[src/rtl/lut_sweep_eval_if.sv]
// Stream, configuration and sweep-status signals of the LUT sweep evaluator.
// master drives vectors/config/sweep requests; slave is the evaluator itself.
interface lut_sweep_eval_if #(
   parameter int N_IN = 4
);
   logic            cfg_we;
   logic [N_IN-1:0] cfg_addr;
   logic            cfg_data;
   logic            cfg_err;
   logic            in_valid;
   logic [N_IN-1:0] in_vec;
   logic            in_ready;
   logic            out_valid;
   logic            out_s;
   logic [N_IN-1:0] out_vec;
   logic            out_ready;
   logic            sweep_start;
   logic            sweep_busy;
   logic            sweep_done;
   logic [N_IN:0]   ones_count;

   modport master (
      output cfg_we, cfg_addr, cfg_data, in_valid, in_vec, out_ready, sweep_start,
      input  cfg_err, in_ready, out_valid, out_s, out_vec, sweep_busy, sweep_done, ones_count
   );

   modport slave (
      input  cfg_we, cfg_addr, cfg_data, in_valid, in_vec, out_ready, sweep_start,
      output cfg_err, in_ready, out_valid, out_s, out_vec, sweep_busy, sweep_done, ones_count
   );
endinterface

[src/rtl/lut_sweep_eval.sv]
// Writable truth-table Boolean function with a valid/ready evaluation stream
// and an exhaustive in-circuit sweep that counts the minterms evaluating to 1.
//
// state | meaning
// IDLE  | external vectors and table writes accepted
// SWEEP | counter walks 0..2^N_IN-1 into the output register
// DONE  | last sweep result just loaded; sweep_done high for this one cycle
module lut_sweep_eval #(
   parameter int                   N_IN = 4,
   parameter logic [(2**N_IN)-1:0] INIT = 16'hAC3C
) (
   input  logic              clk,
   input  logic              rst_n,
   lut_sweep_eval_if.slave   bus
);
   localparam int            DEPTH    = 2**N_IN;
   localparam logic [N_IN:0] LAST_VEC = (N_IN+1)'(DEPTH-1);

   typedef enum logic [1:0] {IDLE, SWEEP, DONE} state_t;

   state_t           state_q, state_d;
   logic [DEPTH-1:0] table_q, table_d;
   logic [N_IN:0]    cnt_q, cnt_d;
   logic [N_IN:0]    ones_q, ones_d;
   logic             out_valid_q, out_valid_d;
   logic             out_s_q, out_s_d;
   logic [N_IN-1:0]  out_vec_q, out_vec_d;
   logic             cfg_err_q, cfg_err_d;

   logic             slot_free;
   logic             in_ready;
   logic             cfg_ok;
   logic             load;
   logic [N_IN-1:0]  load_vec;

   // Handshake qualifiers shared by the FSM and the datapath.
   always_comb begin
      slot_free = !out_valid_q || bus.out_ready;
      in_ready  = (state_q == IDLE) && !bus.sweep_start && slot_free;
      cfg_ok    = bus.cfg_we && (state_q == IDLE) && !bus.sweep_start;
   end

   // Sequencing: chooses the vector to load and advances the sweep counter.
   always_comb begin
      state_d  = state_q;
      cnt_d    = cnt_q;
      ones_d   = ones_q;
      load     = 1'b0;
      load_vec = bus.in_vec;
      case (state_q)
         IDLE: begin
            if (bus.sweep_start) begin
               state_d = SWEEP;
               cnt_d   = '0;
               ones_d  = '0;
            end else if (bus.in_valid && in_ready) begin
               load = 1'b1;
            end
         end
         SWEEP: begin
            if (slot_free) begin
               load     = 1'b1;
               load_vec = cnt_q[N_IN-1:0];
               ones_d   = ones_q + (N_IN+1)'(table_q[cnt_q[N_IN-1:0]]);
               cnt_d    = cnt_q + (N_IN+1)'(1);
               if (cnt_q == LAST_VEC) state_d = DONE;
            end
         end
         DONE:    state_d = IDLE;
         default: state_d = IDLE;
      endcase
   end

   // Output register, table write (read-before-write) and reject flag.
   always_comb begin
      out_valid_d = out_valid_q;
      out_s_d     = out_s_q;
      out_vec_d   = out_vec_q;
      table_d     = table_q;
      cfg_err_d   = bus.cfg_we && !cfg_ok;
      if (load) begin
         out_valid_d = 1'b1;
         out_s_d     = table_q[load_vec];
         out_vec_d   = load_vec;
      end else if (bus.out_ready) begin
         out_valid_d = 1'b0;
      end
      if (cfg_ok) table_d[bus.cfg_addr] = bus.cfg_data;
   end

   // State and datapath registers; reset restores the default table and aborts a sweep.
   always_ff @(posedge clk or negedge rst_n) begin
      if (!rst_n) begin
         state_q     <= IDLE;
         table_q     <= INIT;
         cnt_q       <= '0;
         ones_q      <= '0;
         out_valid_q <= 1'b0;
         out_s_q     <= 1'b0;
         out_vec_q   <= '0;
         cfg_err_q   <= 1'b0;
      end else begin
         state_q     <= state_d;
         table_q     <= table_d;
         cnt_q       <= cnt_d;
         ones_q      <= ones_d;
         out_valid_q <= out_valid_d;
         out_s_q     <= out_s_d;
         out_vec_q   <= out_vec_d;
         cfg_err_q   <= cfg_err_d;
      end
   end

   assign bus.in_ready   = in_ready;
   assign bus.out_valid  = out_valid_q;
   assign bus.out_s      = out_s_q;
   assign bus.out_vec    = out_vec_q;
   assign bus.cfg_err    = cfg_err_q;
   assign bus.sweep_busy = (state_q == SWEEP);
   assign bus.sweep_done = (state_q == DONE);
   assign bus.ones_count = ones_q;
endmodule

[src/flat_wrapper.sv]
// flat-port wrapper written by rule: the top's interface ports become plain ports
module lut_sweep_eval_flat 
#(
   parameter int                   N_IN = 4,
   parameter logic [(2**N_IN)-1:0] INIT = 16'hAC3C
)
  (clk, rst_n, bus_cfg_we, bus_cfg_addr, bus_cfg_data, bus_in_valid, bus_in_vec, bus_out_ready, bus_sweep_start, bus_cfg_err, bus_in_ready, bus_out_valid, bus_out_s, bus_out_vec, bus_sweep_busy, bus_sweep_done, bus_ones_count);
  lut_sweep_eval_if #(.N_IN(N_IN)) bus_i ();
  input  logic clk;
  input  logic rst_n;
  input wire logic [$bits(bus_i.cfg_we)-1:0] bus_cfg_we;
  input wire logic [$bits(bus_i.cfg_addr)-1:0] bus_cfg_addr;
  input wire logic [$bits(bus_i.cfg_data)-1:0] bus_cfg_data;
  input wire logic [$bits(bus_i.in_valid)-1:0] bus_in_valid;
  input wire logic [$bits(bus_i.in_vec)-1:0] bus_in_vec;
  input wire logic [$bits(bus_i.out_ready)-1:0] bus_out_ready;
  input wire logic [$bits(bus_i.sweep_start)-1:0] bus_sweep_start;
  output wire logic [$bits(bus_i.cfg_err)-1:0] bus_cfg_err;
  output wire logic [$bits(bus_i.in_ready)-1:0] bus_in_ready;
  output wire logic [$bits(bus_i.out_valid)-1:0] bus_out_valid;
  output wire logic [$bits(bus_i.out_s)-1:0] bus_out_s;
  output wire logic [$bits(bus_i.out_vec)-1:0] bus_out_vec;
  output wire logic [$bits(bus_i.sweep_busy)-1:0] bus_sweep_busy;
  output wire logic [$bits(bus_i.sweep_done)-1:0] bus_sweep_done;
  output wire logic [$bits(bus_i.ones_count)-1:0] bus_ones_count;
  assign bus_i.cfg_we = bus_cfg_we;
  assign bus_i.cfg_addr = bus_cfg_addr;
  assign bus_i.cfg_data = bus_cfg_data;
  assign bus_i.in_valid = bus_in_valid;
  assign bus_i.in_vec = bus_in_vec;
  assign bus_i.out_ready = bus_out_ready;
  assign bus_i.sweep_start = bus_sweep_start;
  assign bus_cfg_err = bus_i.cfg_err;
  assign bus_in_ready = bus_i.in_ready;
  assign bus_out_valid = bus_i.out_valid;
  assign bus_out_s = bus_i.out_s;
  assign bus_out_vec = bus_i.out_vec;
  assign bus_sweep_busy = bus_i.sweep_busy;
  assign bus_sweep_done = bus_i.sweep_done;
  assign bus_ones_count = bus_i.ones_count;
  lut_sweep_eval #(.N_IN(N_IN), .INIT(INIT)) u_core (.clk(clk), .rst_n(rst_n), .bus(bus_i));
endmodule
[config.mk]
export PLATFORM = sky130hd
export DESIGN_NAME = lut_sweep_eval_flat
export DESIGN_NICKNAME = d
export VERILOG_FILES = /design/src/rtl/lut_sweep_eval_if.sv /design/src/rtl/lut_sweep_eval.sv /design/src/flat_wrapper.sv
export SDC_FILE = /design/constraint.sdc
export NUM_CORES = 1
export LEC_CHECK = 0
export CORE_AREA = 2 2 67 76
export CTS_BUF_LIST = sky130_fd_sc_hd__clkbuf_4 sky130_fd_sc_hd__clkbuf_8 sky130_fd_sc_hd__clkbuf_16
export CTS_CLUSTER_SIZE = 28
export DETAILED_ROUTE_END_ITERATION = 10
export DIE_AREA = 0 0 69 78
export GPL_TIMING_DRIVEN = 1
export PLACE_DENSITY = 0.66
export SKIP_CTS_REPAIR_TIMING = 1
export SLEW_MARGIN = 5
export SYNTH_ARGS = -nofsm -noshare
export SYNTH_HDL_FRONTEND = slang
export SYNTH_SLANG_ARGS = --single-unit
[constraint.sdc]
create_clock -name clk -period 3.7 [get_ports clk]
set_input_delay 0.74 -clock clk [delete_from_list [all_inputs] [get_ports clk]]
set_output_delay 0.74 -clock clk [all_outputs]
set_load 0.01 [all_outputs]
==> results.sh <==
export IMPL_synth_fa_ha_area_share_pct=2.49
export IMPL_cts_buffers=5
export IMPL_min_path_type="reg2reg"
export IMPL_critPathBufInv=2
export IMPL_rows=26
export IMPL_maxSlewHeadroom_pct=65.8
export IMPL_synth_avg_cell_area_um2=10.5
export IMPL_synth_top_area_share_pct=33.6
export IMPL_vias_per_cell=5.42
export IMPL_final_hold_viol_count=0
export IMPL_cts_tree="yes"
export IMPL_synth_area_um2=2010
export IMPL_dp_slack_ns=0.849
export IMPL_critPathTopFamily="buffers and inverters"
export IMPL_initial_core_util_pct=44.1
export IMPL_synth_xor_area_share_pct=1.74
export IMPL_num_antenna_cells=0
export IMPL_area_delta_synth_final_pct=21.2
export IMPL_grt_pass1_vias=1459
export IMPL_fin_crit_sh_pct=77.0
export IMPL_power_switching_w=0.000578
export IMPL_place_congestion=0.798
export IMPL_synthSimpleGateAreaFrac_pct=19.6
export IMPL_die_w_um=69
export IMPL_setup_tns_ns=0
export IMPL_crit_slowest_cell="clkdlybuf4s50_1"
export IMPL_internal_power_w=0.000981
export IMPL_syn_nets=210
export IMPL_fin_skew_ns=0.00651
export IMPL_maxCapViolations=0
export IMPL_portBuffers=29
export IMPL_wl_per_cell_um=14.6
export IMPL_cts_root_buf="clkbuf_8"
export IMPL_async_reset_ff_share_pct=100
export IMPL_vias=1512
export IMPL_worstMarginPinSlew_ns=0.512
export IMPL_synth_mux_area_share_pct=18.9
export IMPL_cp_end_kind="primary output"
export IMPL_p_leak_nw=1.06
export IMPL_synth_enable_flop_cells=0
export IMPL_grt_first_pass_wirelength_um=7040
export IMPL_fmax_mhz=351
export IMPL_hpwl_um=3000
export IMPL_grt_max_degree=36
export IMPL_ant_nets=0
export IMPL_cp_arrival_ns=2.11
export IMPL_synth_seq_area_share_pct=44.1
export IMPL_final_util_pct=53.5
export IMPL_crit_path_cell_trace="clkdlybuf4s50_1 > nand2b_1 > and2_1 > clkdlybuf4s50_1"
export IMPL_critPathMaxStageDelay_ns=0.53
export IMPL_combinationalPowerShare_pct=41.6
export IMPL_grt_overflow=0
export IMPL_synthFlopType="dfrtp_1"
export IMPL_start_kind="input pin"
export IMPL_die_h_um=78
export IMPL_path_class="in2out"
export IMPL_track_usage_pct=16.5
export IMPL_insertion_delay_ns=0.29
export IMPL_setup_viol=0
export IMPL_ys_warn_count=0
export IMPL_cts_sinks=35
export IMPL_fp_coreArea_um2=4550
export IMPL_run_status="finished clean"
export IMPL_ys_ff_latch=35
export IMPL_htree_levels=2
export IMPL_pwr_share_clk_pct=17.8
export IMPL_drc=0
export IMPL_rsz0062_at_grt="false"
export IMPL_synth_compound_area_share_pct=10.1
export IMPL_synth_top_family_by_area="simple AND/OR/NAND/NOR gates"
export IMPL_ir_drop_uv=210
export IMPL_post_route_min_period_ns=2.85
export IMPL_io_pins=30
export IMPL_drt_iter0_markers=84
export IMPL_cts_buffer_depth=2
export IMPL_ys_types=44
export IMPL_setup_ws_ns=0.849
export IMPL_yosys_area_top_type="dfrtp_1"
export IMPL_drv_slew=0
export IMPL_antenna_found_initial=0
export IMPL_crit_fanout=6
export IMPL_netlist_instances=191
export IMPL_dr_pass1_iters=4
export IMPL_nNetsFinal=241
export IMPL_pwr_share_seq_pct=40.6
export IMPL_yosys_top_cells_area="dfrtp_1, dfstp_2, mux2_2"
export IMPL_power_w=0.00156
export IMPL_p_per_area_nw_per_um2=640
export IMPL_crit_path_frequent_cell="clkdlybuf4s50_1"
export IMPL_drive_above_1_share_pct=19.7
export IMPL_clkTransAtPathRegs_ns=0.07
export IMPL_drt_wl_total_um=4080
export IMPL_crit_required_ns=2.96
export IMPL_die_area_um2=5380
export IMPL_sw_frac_of_total_pct=37.1
path summary, 6_finish.rpt:
kind | to | cells past startpoint | from | slack (ns)
worst max-delay path | bus_in_ready | 4 | bus_out_ready | 0.85
worst min-delay path | u_core.cnt_q[4] | 2 | u_core.cnt_q[4] | 0.48
worst max register to register | u_core.bus.ones_count[4] | 7 | u_core.cnt_q[0] | 1.12
worst min register to register | u_core.cnt_q[4] | 2 | u_core.cnt_q[4] | 0.48
max in group asynchronous | u_core.table_q[5] | 2 | rst_n | 2.47
min in group asynchronous | u_core.bus.ones_count[3] | 2 | rst_n | 0.86
per-layer routing:
layer | track usage, % | share of wire [%]
met1 | 20.7 | 47
met2 | 27.6 | 47
met3 | 4.29 | 4.2
met4 | 5.29 | 1.6
met5 | 0 | 0
logic make-up after synthesis:
group / count (synthesis)
flip-flops: 35
buffers and inverters: 12
AND/OR/NAND/NOR: 75
AO/OA/AOI/OAI: 29
adder cells (fa/ha/maj): 4
XOR/XNOR: 4
multiplexers: 32
state kept, by name (all words and copies together), names as in the netlist:
name / cells
u_core.bus.out_s: 1
u_core.bus.out_vec: 4
u_core.bus.out_valid: 1
u_core.cnt_q: 5
u_core.state_q: 2
u_core.bus.cfg_err: 1
u_core.table_q: 16
u_core.bus.ones_count: 5
cells in the final DEF (no fill, tap or decap), types with 5 or more instances in the layout:
cell type        count
clkbuf_8             5
clkdlybuf4s50_1     29
dfrtp_1             27
dfstp_2              8
mux2_2              17
mux2i_1             12
nand2_1             29
nand3_1              5
nand3b_1             6
nor2_1               9
o21ai_0              7
worst register-to-register path, cell delays in order (launching register included):
cell and delay, ns:
dfrtp_1 0.66, mux4_2 0.58, mux4_2 0.50, ha_1 0.21, ha_1 0.20, nand4_1 0.12, xor2_1 0.16, nor2_1 0.05
through the flow:
| stage | area (µm²) | cells | hold slack (ns) |
|---|---|---|---|
| floorplan | 2010 | 191 | 0.444 |
| global placement | 2350 | 271 | 0.466 |
| detailed placement | 2350 | 271 | 0.470 |
| CTS | 2430 | 279 | 0.488 |
| global route | 2430 | 279 | 0.528 |
| finish | 2430 | 279 | 0.480 |
layout make-up:
class / instances / area [µm²]
sequential: 35 / 886
inverter: 5 / 23.8
clock buffer: 6 / 76.3
fill: 442 / 2120
tap: 56 / 70.1
multi-input combinational: 144 / 1060
clock inverter: 2 / 12.5
timing repair buffer: 31 / 305
cell usage after synthesis (2+ instances only):
master    count
o21ai_0       7
inv_1         4
and2_1        2
nor3_1        2
and2b_1       2
mux2i_1      12
dfrtp_1      27
nand3b_1      6
a211oi_1      2
xor2_1        4
nor2_1        9
a31oi_1       3
a221o_1       2
clkbuf_1      4
and3_1        4
dfstp_2       8
nand3_1       5
nand4_1       4
a22o_1        4
a21oi_1       4
nand2_1      29
ha_1          4
mux2_2       17
nor2b_1       4
mux4_2        3
power groups by stage:
stage / clock network [W] / logic [W] / registers, W
finish: 0.000277 / 0.000649 / 0.000633
global route: 0.000303 / 0.000729 / 0.000658
CTS: 0.000290 / 0.000658 / 0.000636
detailed placement: 0 / 0.000655 / 0.000644
global placement: 0 / 0.000651 / 0.000642
floorplan: 0 / 0.000489 / 0.000593
(Power assumes the default switching activity.)
